===== config.mk =====
export PLATFORM = sky130hd
export DESIGN_NAME = frac_clk_gen
export DESIGN_NICKNAME = d
export VERILOG_FILES = /design/src/rtl/frac_clk_pkg.sv /design/src/rtl/frac_clk_acc.sv /design/src/rtl/frac_clk_gen.sv
export SDC_FILE = /design/constraint.sdc
export NUM_CORES = 1
export LEC_CHECK = 0
export CAP_MARGIN = 10
export CORE_MARGIN = 3
export CORE_UTILIZATION = 31
export DETAILED_ROUTE_END_ITERATION = 6
export GPL_TIMING_DRIVEN = 1
export PLACE_DENSITY_LB_ADDON = 0.15
export SETUP_SLACK_MARGIN = 0.2
export SYNTH_ARGS = -nofsm -noshare
export SYNTH_HDL_FRONTEND = slang
export SYNTH_SLANG_ARGS = --single-unit

===== constraint.sdc =====
create_clock -name clk -period 4.6 [get_ports clk]
set_clock_uncertainty 0.15 [all_clocks]
set_input_delay 0.46 -clock clk [delete_from_list [all_inputs] [get_ports clk]]
set_output_delay 0.46 -clock clk [all_outputs]
set_load 0.1 [all_outputs]

===== src/rtl/frac_clk_pkg.sv =====
// Shared types and default widths for the fractional clock generator.
package frac_clk_pkg;

   typedef enum logic [1:0] {
      IDLE     = 2'd0,
      RUN      = 2'd1,
      STOPPING = 2'd2
   } state_t;

   localparam int ACC_W_DEF = 32;
   localparam int CNT_W_DEF = 16;

endpackage


===== src/rtl/frac_clk_acc.sv =====
// Phase accumulator: adds the increment every enabled cycle and reports the
// carry out of the top bit, which marks one output tick.
module frac_clk_acc
   import frac_clk_pkg::*;
#(
   parameter int ACC_W = ACC_W_DEF
) (
   input  logic             clk,
   input  logic             rst_n,
   input  logic             clr,
   input  logic             en,
   input  logic [ACC_W-1:0] inc,
   output logic [ACC_W-1:0] acc,
   output logic             carry
);

   logic [ACC_W-1:0] acc_d, acc_q;
   logic [ACC_W:0]   sum;

   // Sum at ACC_W+1 bits; the carry is valid every cycle, the caller decides
   // whether it counts.
   always_comb begin
      sum   = {1'b0, acc_q} + {1'b0, inc};
      carry = sum[ACC_W];
      acc_d = acc_q;
      if (clr)
         acc_d = '0;
      else if (en)
         acc_d = sum[ACC_W-1:0];
   end

   // Accumulator register.
   always_ff @(posedge clk or negedge rst_n) begin
      if (!rst_n)
         acc_q <= '0;
      else
         acc_q <= acc_d;
   end

   assign acc = acc_q;

endmodule


===== src/rtl/frac_clk_gen.sv =====
// Fractional clock generator: config register, start/stop FSM, tick pulse,
// divided clock and tick counter around a phase accumulator.
module frac_clk_gen
   import frac_clk_pkg::*;
#(
   parameter int ACC_W = ACC_W_DEF,
   parameter int CNT_W = CNT_W_DEF
) (
   input  logic             clk,
   input  logic             rst_n,
   input  logic             cfg_valid,
   input  logic [ACC_W-1:0] cfg_inc,
   output logic             cfg_ready,
   input  logic             start,
   input  logic             stop,
   output logic             busy,
   output logic             tick,
   output logic             clk_out,
   output logic [CNT_W-1:0] tick_count
);

   state_t           state_d, state_q;
   logic [ACC_W-1:0] inc_d, inc_q;
   logic             clk_out_d, clk_out_q;
   logic             tick_d, tick_q;
   logic [CNT_W-1:0] cnt_d, cnt_q;
   logic             acc_clr, acc_en, carry;
   // Phase value itself is not needed here; only its carry drives outputs.
   logic [ACC_W-1:0] acc_unused;

   frac_clk_acc #(.ACC_W(ACC_W)) u_acc (
      .clk   (clk),
      .rst_n (rst_n),
      .clr   (acc_clr),
      .en    (acc_en),
      .inc   (inc_q),
      .acc   (acc_unused),
      .carry (carry)
   );

   // Next-state and datapath control. Outside IDLE every cycle accumulates;
   // stop sequencing only ever leaves on a cycle where clk_out ends low.
   always_comb begin
      state_d   = state_q;
      inc_d     = inc_q;
      clk_out_d = clk_out_q;
      tick_d    = 1'b0;
      cnt_d     = cnt_q;
      acc_clr   = 1'b0;
      acc_en    = 1'b0;

      case (state_q)
         IDLE: begin
            // start looks at the increment already held, not one arriving now
            if (start && (inc_q != '0)) begin
               state_d   = RUN;
               acc_clr   = 1'b1;
               cnt_d     = '0;
               clk_out_d = 1'b0;
            end
            if (cfg_valid)
               inc_d = cfg_inc;
         end
         RUN: begin
            if (stop)
               state_d = (!clk_out_q && !carry) ? IDLE : STOPPING;
         end
         STOPPING: begin
            // only a 1->0 transition of clk_out finishes the stop
            if (carry && clk_out_q)
               state_d = IDLE;
         end
         default: state_d = IDLE;
      endcase

      if (state_q != IDLE) begin
         acc_en    = 1'b1;
         tick_d    = carry;
         clk_out_d = clk_out_q ^ carry;
         cnt_d     = cnt_q + CNT_W'(carry);
      end
   end

   // State, config and output registers.
   always_ff @(posedge clk or negedge rst_n) begin
      if (!rst_n) begin
         state_q   <= IDLE;
         inc_q     <= '0;
         clk_out_q <= 1'b0;
         tick_q    <= 1'b0;
         cnt_q     <= '0;
      end else begin
         state_q   <= state_d;
         inc_q     <= inc_d;
         clk_out_q <= clk_out_d;
         tick_q    <= tick_d;
         cnt_q     <= cnt_d;
      end
   end

   assign cfg_ready  = (state_q == IDLE);
   assign busy       = (state_q != IDLE);
   assign tick       = tick_q;
   assign clk_out    = clk_out_q;
   assign tick_count = cnt_q;

endmodule

==> results of run 1 <==
[power by group through the flow]
stage,clock network [W],logic [W],registers [W]
after floorplan,0,0.00245,0.00133
after global placement,0,0.00318,0.00131
after detailed placement,0,0.00320,0.00132
after CTS,0.000832,0.00323,0.00131
after global routing,0.000868,0.00364,0.00135
final,0.000806,0.00322,0.00130
[worst reg2reg max path: cells and delay by family (launching register included)]
family          cells  cell delay (ns)
compound gates      6             1.31
fa+ha+maj           3             0.75
buf+inv             2             0.17
flops               1             0.37
simple gates        6             1.08
[cell families after synthesis]
logic type                 share of synthesized area (%)
AOI/OAI and AO/OA                                   20.1
xor gates and xnor gates                            3.36
adders and majority gates                           9.01
buffers and inverters                               2.97
DFF                                                 40.3
muxes                                               7.65
and+or+nand+nor                                     16.6
[final cells by class]
cell class,count,area share [%]
sequential,84,33.3
clock buffer,11,3.85
inverter,16,0.951
tap,216,4.28
timing repair buffer,59,9.16
multi-input combinational,430,47.1
clock inverter,5,1.35
[worst min-delay path by stage]
| stage | start | end | slack [ns] | cells after the start |
|---|---|---|---|---|
| 2_1_floorplan | rst_n | clk_out | 0.01 | 0 |
| 3_3_place_gp | state_q[1] | state_q[0] | 0.31 | 1 |
| 3_5_place_dp | state_q[1] | state_q[0] | 0.33 | 1 |
| 4_1_cts | rst_n | tick_count[12] | 0.04 | 1 |
| 5_1_grt | rst_n | tick_count[12] | 0.07 | 1 |
| 6_report | rst_n | tick_count[12] | 0.002 | 1 |
[state kept, by name (all words and copies together), names as in the netlist]
| name | cells |
|---|---|
| clk_out | 1 |
| inc_q | 32 |
| state_q | 2 |
| tick | 1 |
| tick_count | 16 |
| u_acc.acc | 32 |
[metal layers]
metal	wire length [µm]	global-route usage [%]	vias up
met5	0	0	-
met4	231	5.43	0
met3	484	2.71	15
met2	6060	24.2	67
met1	6640	22.3	2046
li1	-	-	2132
[through the flow]
| stage | worst slack, ns | power, W | cells | util, % |
|---|---|---|---|---|
| global placement | 0.696 | 0.00449 | 805 | 37.0 |
| finish | 0.656 | 0.00533 | 821 | 39.0 |
| detailed placement | 0.611 | 0.00452 | 805 | 37.0 |
| CTS | 0.583 | 0.00537 | 821 | 39.0 |
| floorplan | 0.894 | 0.00377 | 554 | - |
| global route | 0.224 | 0.00586 | 821 | 39.0 |
[cells in the final DEF (no fill, tap or decap), drive strengths merged, types with 5 or more instances in the layout]
master	Yosys	final
nand2b	5	5
mux2	31	31
nand2	64	64
a211oi	9	9
ha	36	36
o21a	7	7
buf	2	5
xor2	12	12
a21oi	35	35
nor2	32	32
and3	12	12
clkbuf	22	11
a22o	5	5
a21o	11	11
xnor2	8	8
clkdlybuf4s50	0	54
inv	16	16
nor4	8	8
nand4	7	7
nand3	33	33
o21ai	49	49
mux2i	5	5
dfrtp	84	84
o211ai	6	6
==> flow_metrics.env, run 1 <==
export IMPL_finalCriticalPeriod_ns=3.94
export IMPL_io_buffer_count=56
export IMPL_ant_nets=0
export IMPL_clock_latency_ns=0.35
export IMPL_p_int_w=0.00283
export IMPL_vias=4260
export IMPL_gr_usage_all_layers_pct=15.7
export IMPL_hold_violations=0
export IMPL_rr_endpoint="tick_count[13]"
export IMPL_cts_setup_buffers=0
export IMPL_fmax_mhz=254
export IMPL_rsz0062_at_grt="no"
export IMPL_drc=0
export IMPL_die_x_um=136
export IMPL_hpwl_um=9700
export IMPL_synth_area_top_cells="dfrtp_1 (40%), ha_1 (8.6%), mux2_2 (6.7%), nand2_1 (4.5%), o21ai_0 (4.1%)"
export IMPL_wl_um=13400
export IMPL_placed_cell_area_mm2=0.00598
export IMPL_synth_edf_count=0
export IMPL_power_leakage_nw=2.72
export IMPL_worstSetupPathDepth=17
export IMPL_rows=46
export IMPL_fillerInstances=1633
export IMPL_ys_flop_type="dfrtp_1"
export IMPL_h_tree_depth=3
export IMPL_antenna_found_initial=0
export IMPL_path_clk_slew_ns=0.07
export IMPL_fp_dieH_um=136
export IMPL_hold_slack_ns=0.00151
export IMPL_cp_cell_sequence="ha_1 > inv_1 > fa_1 > nand2b_1 > a211oi_2 > o2111ai_2 > a211oi_4 > a21oi_2 > o21a_2 > inv_1 > ha_1 > nand4_1 > or2_2 > nor2_1 > nand3_1 > nand3_1 > o21ai_0"
export IMPL_path_max_fanout=5
export IMPL_cp_num_buf_inv=2
export IMPL_yosysSeqAreaShare_pct=40.3
export IMPL_slowest_stage="or2_2"
export IMPL_area_delta_synth_final_pct=21.0
export IMPL_grt_ovfl_total=0
export IMPL_die_area_mm2=0.0184
export IMPL_fin_tns_setup_ns=0
export IMPL_crit_arrival_ns=4.03
export IMPL_tritoncts="built"
export IMPL_clockBufferDepth=2
export IMPL_synth_commonest_cells="dfrtp_1 (84), nand2_1 (63), o21ai_0 (43)"
export IMPL_vdd_ir_drop_max_uv=328
export IMPL_cp_end_kind="register"
export IMPL_grt_pass1_wl_um=23000
export IMPL_synth_cell_area_mm2=0.00522
export IMPL_critPathTopFamily="compound AO/OA/AOI/OAI gates"
export IMPL_crit_path_max_incr_delay_ns=0.38
export IMPL_yosysMostFrequentCell="dfrtp_1"
export IMPL_power_frac_comb_pct=60.4
export IMPL_power_density_mw_per_mm2=844
export IMPL_numCtsBuffers=9
export IMPL_core_mm2=0.0162
export IMPL_gp_congestion=0.848
export IMPL_grt_pass1_vias=4328
export IMPL_multi_input_area_mm2=0.00297
export IMPL_drive_above_1_share_pct=10.9
export IMPL_synthDistinctLibCells=66
export IMPL_slew_viol_final=0
export IMPL_swShare_pct=46.9
export IMPL_cts_sinks=84
export IMPL_cp_endpoint="tick_count[13]"
export IMPL_crit_start="inc_q[0]"
export IMPL_wire_per_inst_um=16.3
export IMPL_async_flop_share_pct=100
export IMPL_path_class="reg2reg"
export IMPL_finalCritPeriodShare_pct=85.7
export IMPL_cp_start_kind="register"
export IMPL_synth_top_area_share_pct=40.3
export IMPL_register_area_mm2=0.00210
export IMPL_ctsResizeCount=0
export IMPL_syn_nets=628
export IMPL_reg2reg_depth=17
export IMPL_num_io_pins=57
export IMPL_n_antenna_cell=0
export IMPL_synthCells=554
export IMPL_relSlewSlack_pct=34.6
export IMPL_maxCapViolations=0
export IMPL_routed_via_density=5.19
export IMPL_finalSetupViolations=0
export IMPL_synth_warnings=0
export IMPL_synth_seq_cells=84
export IMPL_required_ns=4.68
export IMPL_design_area_mm2=0.00631
export IMPL_dr_pass1_iters=4
export IMPL_cts_root_buf="clkbuf_16"
export IMPL_p_sw_w=0.00250
export IMPL_grt_max_degree=54
export IMPL_worst_slew_pin_slew_ns=0.978
export IMPL_final_net_count=674
export IMPL_drtIter0Drc=270
export IMPL_seqPwrFrac_pct=24.4
export IMPL_r2r_start="inc_q[0]"
export IMPL_hold_class="in2async"
export IMPL_avgSynthCellArea_um2=9.42
export IMPL_yosysTopAreaCell="dfrtp_1"
export IMPL_cts_hold_buf=0
export IMPL_start_util_pct=32.3
export IMPL_reg2reg_slack_ns=0.66
export IMPL_status="completed"
export IMPL_power_frac_clock_pct=15.1
No activity file was read; power rests on OpenSTA's default activity.
==> run 2: changes to the inputs <==
--- a/config.mk
+++ b/config.mk
@@ -10,7 +10,7 @@
 export CORE_UTILIZATION = 31
 export DETAILED_ROUTE_END_ITERATION = 6
 export GPL_TIMING_DRIVEN = 1
-export PLACE_DENSITY_LB_ADDON = 0.15
+export PLACE_DENSITY = 0.6
 export SETUP_SLACK_MARGIN = 0.2
 export SYNTH_ARGS = -nofsm -noshare
 export SYNTH_HDL_FRONTEND = slang
==> run 2 against run 1 <==
Utilization shrank 0.077 points; critical path depth is the same; global-route usage shrank 0.94 points; sequential share of layout area grew 0.066 points; cell count grew 0.12%; power shrank 1.4%.
==> flow_metrics.env, run 2 (same netlist as run 1, synthesis figures left out) <==
export IMPL_antenna_found_initial=0
export IMPL_cts_sinks=84
export IMPL_crit_path_max_incr_delay_ns=0.39
export IMPL_cp_start_kind="register"
export IMPL_dp_cells=805
export IMPL_hold_slack_ns=0.333
export IMPL_grt_pass1_wl_um=21800
export IMPL_cts_setup_buffers=0
export IMPL_setup_ws_ns=0.612
export IMPL_finalCritPeriodShare_pct=86.7
export IMPL_relSlewSlack_pct=34.7
export IMPL_h_tree_depth=3
export IMPL_gr_usage_all_layers_pct=14.8
export IMPL_pre_cts_slack_ns=0.622
export IMPL_grt_ovfl_total=0
export IMPL_clock_latency_ns=0.36
export IMPL_vias=4326
export IMPL_status="completed"
export IMPL_required_ns=4.69
export IMPL_die_area_mm2=0.0184
export IMPL_grt_pass1_vias=4456
export IMPL_instances_no_fill=822
export IMPL_path_class="reg2reg"
export IMPL_dr_pass1_iters=4
export IMPL_area_delta_synth_final_pct=20.7
export IMPL_fmax_mhz=251
export IMPL_tritoncts="built"
export IMPL_hold_violations=0
export IMPL_power_leakage_nw=2.71
export IMPL_wl_um=12800
export IMPL_wire_per_inst_um=15.6
export IMPL_gp_congestion=0.890
export IMPL_slew_viol_final=0
export IMPL_drc=0
export IMPL_finalSetupViolations=0
export IMPL_core_mm2=0.0162
export IMPL_final_cell_mix="dfrtp_1 (84), nand2_1 (63), clkdlybuf4s50_1 (54)"
export IMPL_clockBufferDepth=2
export IMPL_drive_above_1_share_pct=10.9
export IMPL_hpwl_um=9420
export IMPL_num_io_pins=57
export IMPL_final_common_cell="dfrtp_1"
export IMPL_multi_input_area_mm2=0.00297
export IMPL_maxCapViolations=0
export IMPL_vdd_ir_drop_max_uv=302
export IMPL_rows=46
export IMPL_n_antenna_cell=0
export IMPL_start_util_pct=32.3
export IMPL_critPathTopFamily="compound AO/OA/AOI/OAI gates"
export IMPL_register_area_mm2=0.00210
export IMPL_final_net_count=675
export IMPL_path_clk_slew_ns=0.07
export IMPL_grt_max_degree=44
export IMPL_fp_dieH_um=136
export IMPL_cts_root_buf="clkbuf_16"
export IMPL_slowest_stage="a211oi_4"
export IMPL_cp_end_kind="register"
export IMPL_rsz0062_at_grt="no"
export IMPL_path_max_fanout=4
export IMPL_fillerInstances=1583
export IMPL_fin_tns_setup_ns=0
export IMPL_crit_arrival_ns=4.08
export IMPL_numCtsBuffers=9
export IMPL_power_density_mw_per_mm2=834
export IMPL_hold_class="reg2reg"
export IMPL_finalPower_w=0.00525
export IMPL_cp_num_buf_inv=2
export IMPL_finalCriticalPeriod_ns=3.99
export IMPL_routed_via_density=5.26
export IMPL_die_x_um=136
export IMPL_ant_nets=0
export IMPL_io_buffer_count=56
export IMPL_worst_slew_pin_slew_ns=0.976
export IMPL_cp_cell_sequence="ha_1 > inv_1 > fa_1 > nand2b_1 > a211oi_2 > o2111ai_2 > a211oi_4 > a21oi_2 > o21a_2 > inv_1 > ha_1 > nand2_1 > nor3_1 > and3_1 > nand3_1 > nand3_1 > o21ai_0"
export IMPL_drtIter0Drc=325
[run 2: worst register-to-register path: cells and delay by family, from the launching register on]
kind                     cells  cell delay [ns]
adder cells (fa/ha/maj)      3             0.72
AND/OR/NAND/NOR              6             1.12
flip-flops                   1             0.38
buffers and inverters        2             0.15
AO/OA/AOI/OAI                6             1.33
[run 2: timing repair]
| action | CTS | global route |
|---|---|---|
| resized for setup | 0 | 0 |
| hold buffers | 1 | 0 |
| hold endpoints to repair | 42 | 0 |
[run 2: power by group]
part	switching (W)	leakage (nW)	total, W	internal [W]
Combinational	0.00191	1.51	0.00319	0.00128
Clock	0.000327	0.146	0.000767	0.000440
Sequential	0.000239	1.05	0.00130	0.00106
[run 2: worst paths after layout]
path	from	endpoint	slack, ns	cells past startpoint
worst max-delay path	inc_q[0]	tick_count[10]	0.61	17
max in group asynchronous	rst_n	inc_q[25]	2.82	3
worst min-delay path	u_acc.acc[25]	u_acc.acc[25]	0.33	2
min in group asynchronous	rst_n	tick_count[10]	0.48	2
worst min register to register	u_acc.acc[25]	u_acc.acc[25]	0.33	2
worst max register to register	inc_q[0]	tick_count[10]	0.61	17
[run 2: area by class of cell]
class / instances / share of cell area [%]
clock buffers: 10 / 3.79
clock inverters: 6 / 1.13
inverters: 16 / 0.953
multi-input cells: 430 / 47.1
flip-flops and latches: 84 / 33.4
well taps: 216 / 4.29
repair buffers: 60 / 9.33
[run 2: per-stage QoR]
stage               utilization (%)  cell area, µm²
detailed placement             37.0            5980
global placement               37.0            5980
floorplan                         -            5220
CTS                            39.0            6300
finish                         39.0            6300
global route                   39.0            6300
[run 2: layer usage]
metal / share of wire (%) / track usage (%)
met2: 47 / 24.1
met3: 3.8 / 3.16
met5: 0 / 0
met1: 47 / 19.2
met4: 2.3 / 5.71
==> run 3: changes to the inputs <==
--- a/config.mk
+++ b/config.mk
@@ -7,10 +7,10 @@
 export LEC_CHECK = 0
 export CAP_MARGIN = 10
 export CORE_MARGIN = 3
-export CORE_UTILIZATION = 31
+export CORE_UTILIZATION = 40
 export DETAILED_ROUTE_END_ITERATION = 6
 export GPL_TIMING_DRIVEN = 1
-export PLACE_DENSITY = 0.6
+export PLACE_DENSITY = 0.71
 export SETUP_SLACK_MARGIN = 0.2
 export SYNTH_ARGS = -nofsm -noshare
 export SYNTH_HDL_FRONTEND = slang
==> run 3 against run 2 <==
Register-to-register slack got worse by 0.04 ns; sequential power is essentially flat; power is 0.59% higher; largest power group unchanged; highest routed layer unchanged.
==> flow_metrics.env, run 3 (same netlist as run 1, synthesis figures left out) <==
export IMPL_status="completed"
export IMPL_fin_tns_setup_ns=0
export IMPL_wl_um=12200
export IMPL_crit_arrival_ns=4.10
export IMPL_routed_via_density=5.59
export IMPL_area_delta_synth_final_pct=19.7
export IMPL_power_frac_clock_pct=15.0
export IMPL_wire_per_inst_um=15.8
export IMPL_worst_slew_pin_slew_ns=1.06
export IMPL_final_common_cell="dfrtp_1"
export IMPL_relSlewSlack_pct=29.5
export IMPL_power_frac_comb_pct=60.4
export IMPL_start_util_pct=41.2
export IMPL_rows=41
export IMPL_clock_latency_ns=0.35
export IMPL_power_leakage_nw=2.72
export IMPL_rsz0062_at_grt="no"
export IMPL_rr_endpoint="tick_count[13]"
export IMPL_vdd_ir_drop_max_uv=332
export IMPL_finalCritPeriodShare_pct=87.6
export IMPL_path_class="reg2reg"
export IMPL_gp_congestion=0.877
export IMPL_fp_dieH_um=120
export IMPL_drc=0
export IMPL_cts_setup_buffers=0
export IMPL_cts_sinks=84
export IMPL_core_mm2=0.0127
export IMPL_final_cell_mix="dfrtp_1 (84), nand2_1 (63), clkdlybuf4s50_1 (54)"
export IMPL_setup_ws_ns=0.570
export IMPL_drtIter0Drc=261
export IMPL_instances_no_fill=776
export IMPL_grt_ovfl_total=0
export IMPL_swShare_pct=46.3
export IMPL_vias=4337
export IMPL_ctsResizeCount=0
export IMPL_die_area_mm2=0.0145
export IMPL_power_density_mw_per_mm2=846
export IMPL_reg2reg_slack_ns=0.57
export IMPL_antenna_found_initial=0
export IMPL_hold_violations=0
export IMPL_clockBufferDepth=2
export IMPL_grt_pass1_vias=4208
export IMPL_p_sw_w=0.00245
export IMPL_slowest_stage="dfrtp_1"
export IMPL_crit_path_max_incr_delay_ns=0.38
export IMPL_p_int_w=0.00284
export IMPL_io_buffer_count=56
export IMPL_seqPwrFrac_pct=24.6
export IMPL_cts_hold_buf=0
export IMPL_path_clk_slew_ns=0.06
export IMPL_fmax_mhz=248
export IMPL_finalPower_w=0.00528
export IMPL_path_max_fanout=5
export IMPL_cts_root_buf="clkbuf_16"
export IMPL_register_area_mm2=0.00210
export IMPL_finalSetupViolations=0
export IMPL_fillerInstances=1190
export IMPL_n_antenna_cell=0
export IMPL_final_net_count=674
export IMPL_num_io_pins=57
export IMPL_r2r_start="inc_q[0]"
export IMPL_slew_viol_final=0
export IMPL_maxCapViolations=0
export IMPL_die_x_um=120
export IMPL_cp_endpoint="tick_count[13]"
export IMPL_cp_start_kind="register"
export IMPL_reg2reg_depth=17
export IMPL_cp_cell_sequence="ha_1 > inv_1 > fa_1 > nand2b_1 > a211oi_2 > o2111ai_2 > a211oi_4 > a21oi_2 > o21a_2 > inv_1 > ha_1 > nand4_1 > or2_2 > nor2_1 > nand3_1 > nand3_1 > o21ai_0"
export IMPL_tritoncts="built"
export IMPL_gr_usage_all_layers_pct=17.7
export IMPL_pre_cts_slack_ns=0.592
export IMPL_grt_max_degree=85
export IMPL_critPathTopFamily="compound AO/OA/AOI/OAI gates"
export IMPL_hpwl_um=8810
export IMPL_h_tree_depth=3
export IMPL_finalCriticalPeriod_ns=4.03
export IMPL_numCtsBuffers=9
export IMPL_grt_pass1_wl_um=20700
export IMPL_hold_class="in2async"
export IMPL_cp_end_kind="register"
export IMPL_dp_cells=761
export IMPL_multi_input_area_mm2=0.00296
export IMPL_cp_num_buf_inv=2
export IMPL_crit_start="inc_q[0]"
export IMPL_ant_nets=0
export IMPL_dr_pass1_iters=4
export IMPL_drive_above_1_share_pct=10.8
export IMPL_required_ns=4.67
export IMPL_worstSetupPathDepth=17
==> run 3: cell count changes in the layout (fill, tap and decap cells not counted), sizes merged <==
cell         before  now
clkinvlp          2    1
clkbuf           10   11
inv              18   16
bufinv            1    2
dlygate4sd3       1    0
==> run 3: metal layers <==
layer | wire length (µm) | track usage, %
met2 | 5900 | 28.8
met5 | 0 | 0
met3 | 510 | 4.40
met4 | 186 | 5.95
met1 | 5650 | 23.4
==> run 3: final cells by class <==
cell class	instances	area share (%)
repair buffers	59	9.26
flip-flops and latches	84	33.7
clock buffers	11	4.05
well taps	172	3.45
inverters	16	0.962
clock inverters	4	1.16
multi-input cells	430	47.5
==> run 3: stage by stage <==
step | utilization [%] | hold slack, ns | area [µm²]
global placement | 46.7 | 0.303 | 5920
finish | 49.3 | 0.153 | 6240
detailed placement | 46.7 | 0.314 | 5920
floorplan | - | 0.0144 | 5220
CTS | 49.3 | 0.198 | 6240
global route | 49.3 | 0.240 | 6240
==> run 3: power by group through the flow <==
| stage | logic (W) | registers, W | clock network, W |
|---|---|---|---|
| 2_1_floorplan | 0.00245 | 0.00133 | 0 |
| 3_3_place_gp | 0.00311 | 0.00130 | 0 |
| 3_5_place_dp | 0.00317 | 0.00131 | 0 |
| 4_1_cts | 0.00319 | 0.00131 | 0.000812 |
| 5_1_grt | 0.00358 | 0.00134 | 0.000841 |
| 6_report | 0.00319 | 0.00130 | 0.000791 |
==> run 3: worst min path at each step <==
stage,startpoint,to,slack (ns),cells after the start
global placement,state_q[1],state_q[0],0.30,1
global route,rst_n,tick_count[9],0.24,1
finish,rst_n,tick_count[9],0.15,1
CTS,rst_n,tick_count[8],0.20,1
detailed placement,state_q[1],state_q[0],0.31,1
floorplan,rst_n,clk_out,0.01,0
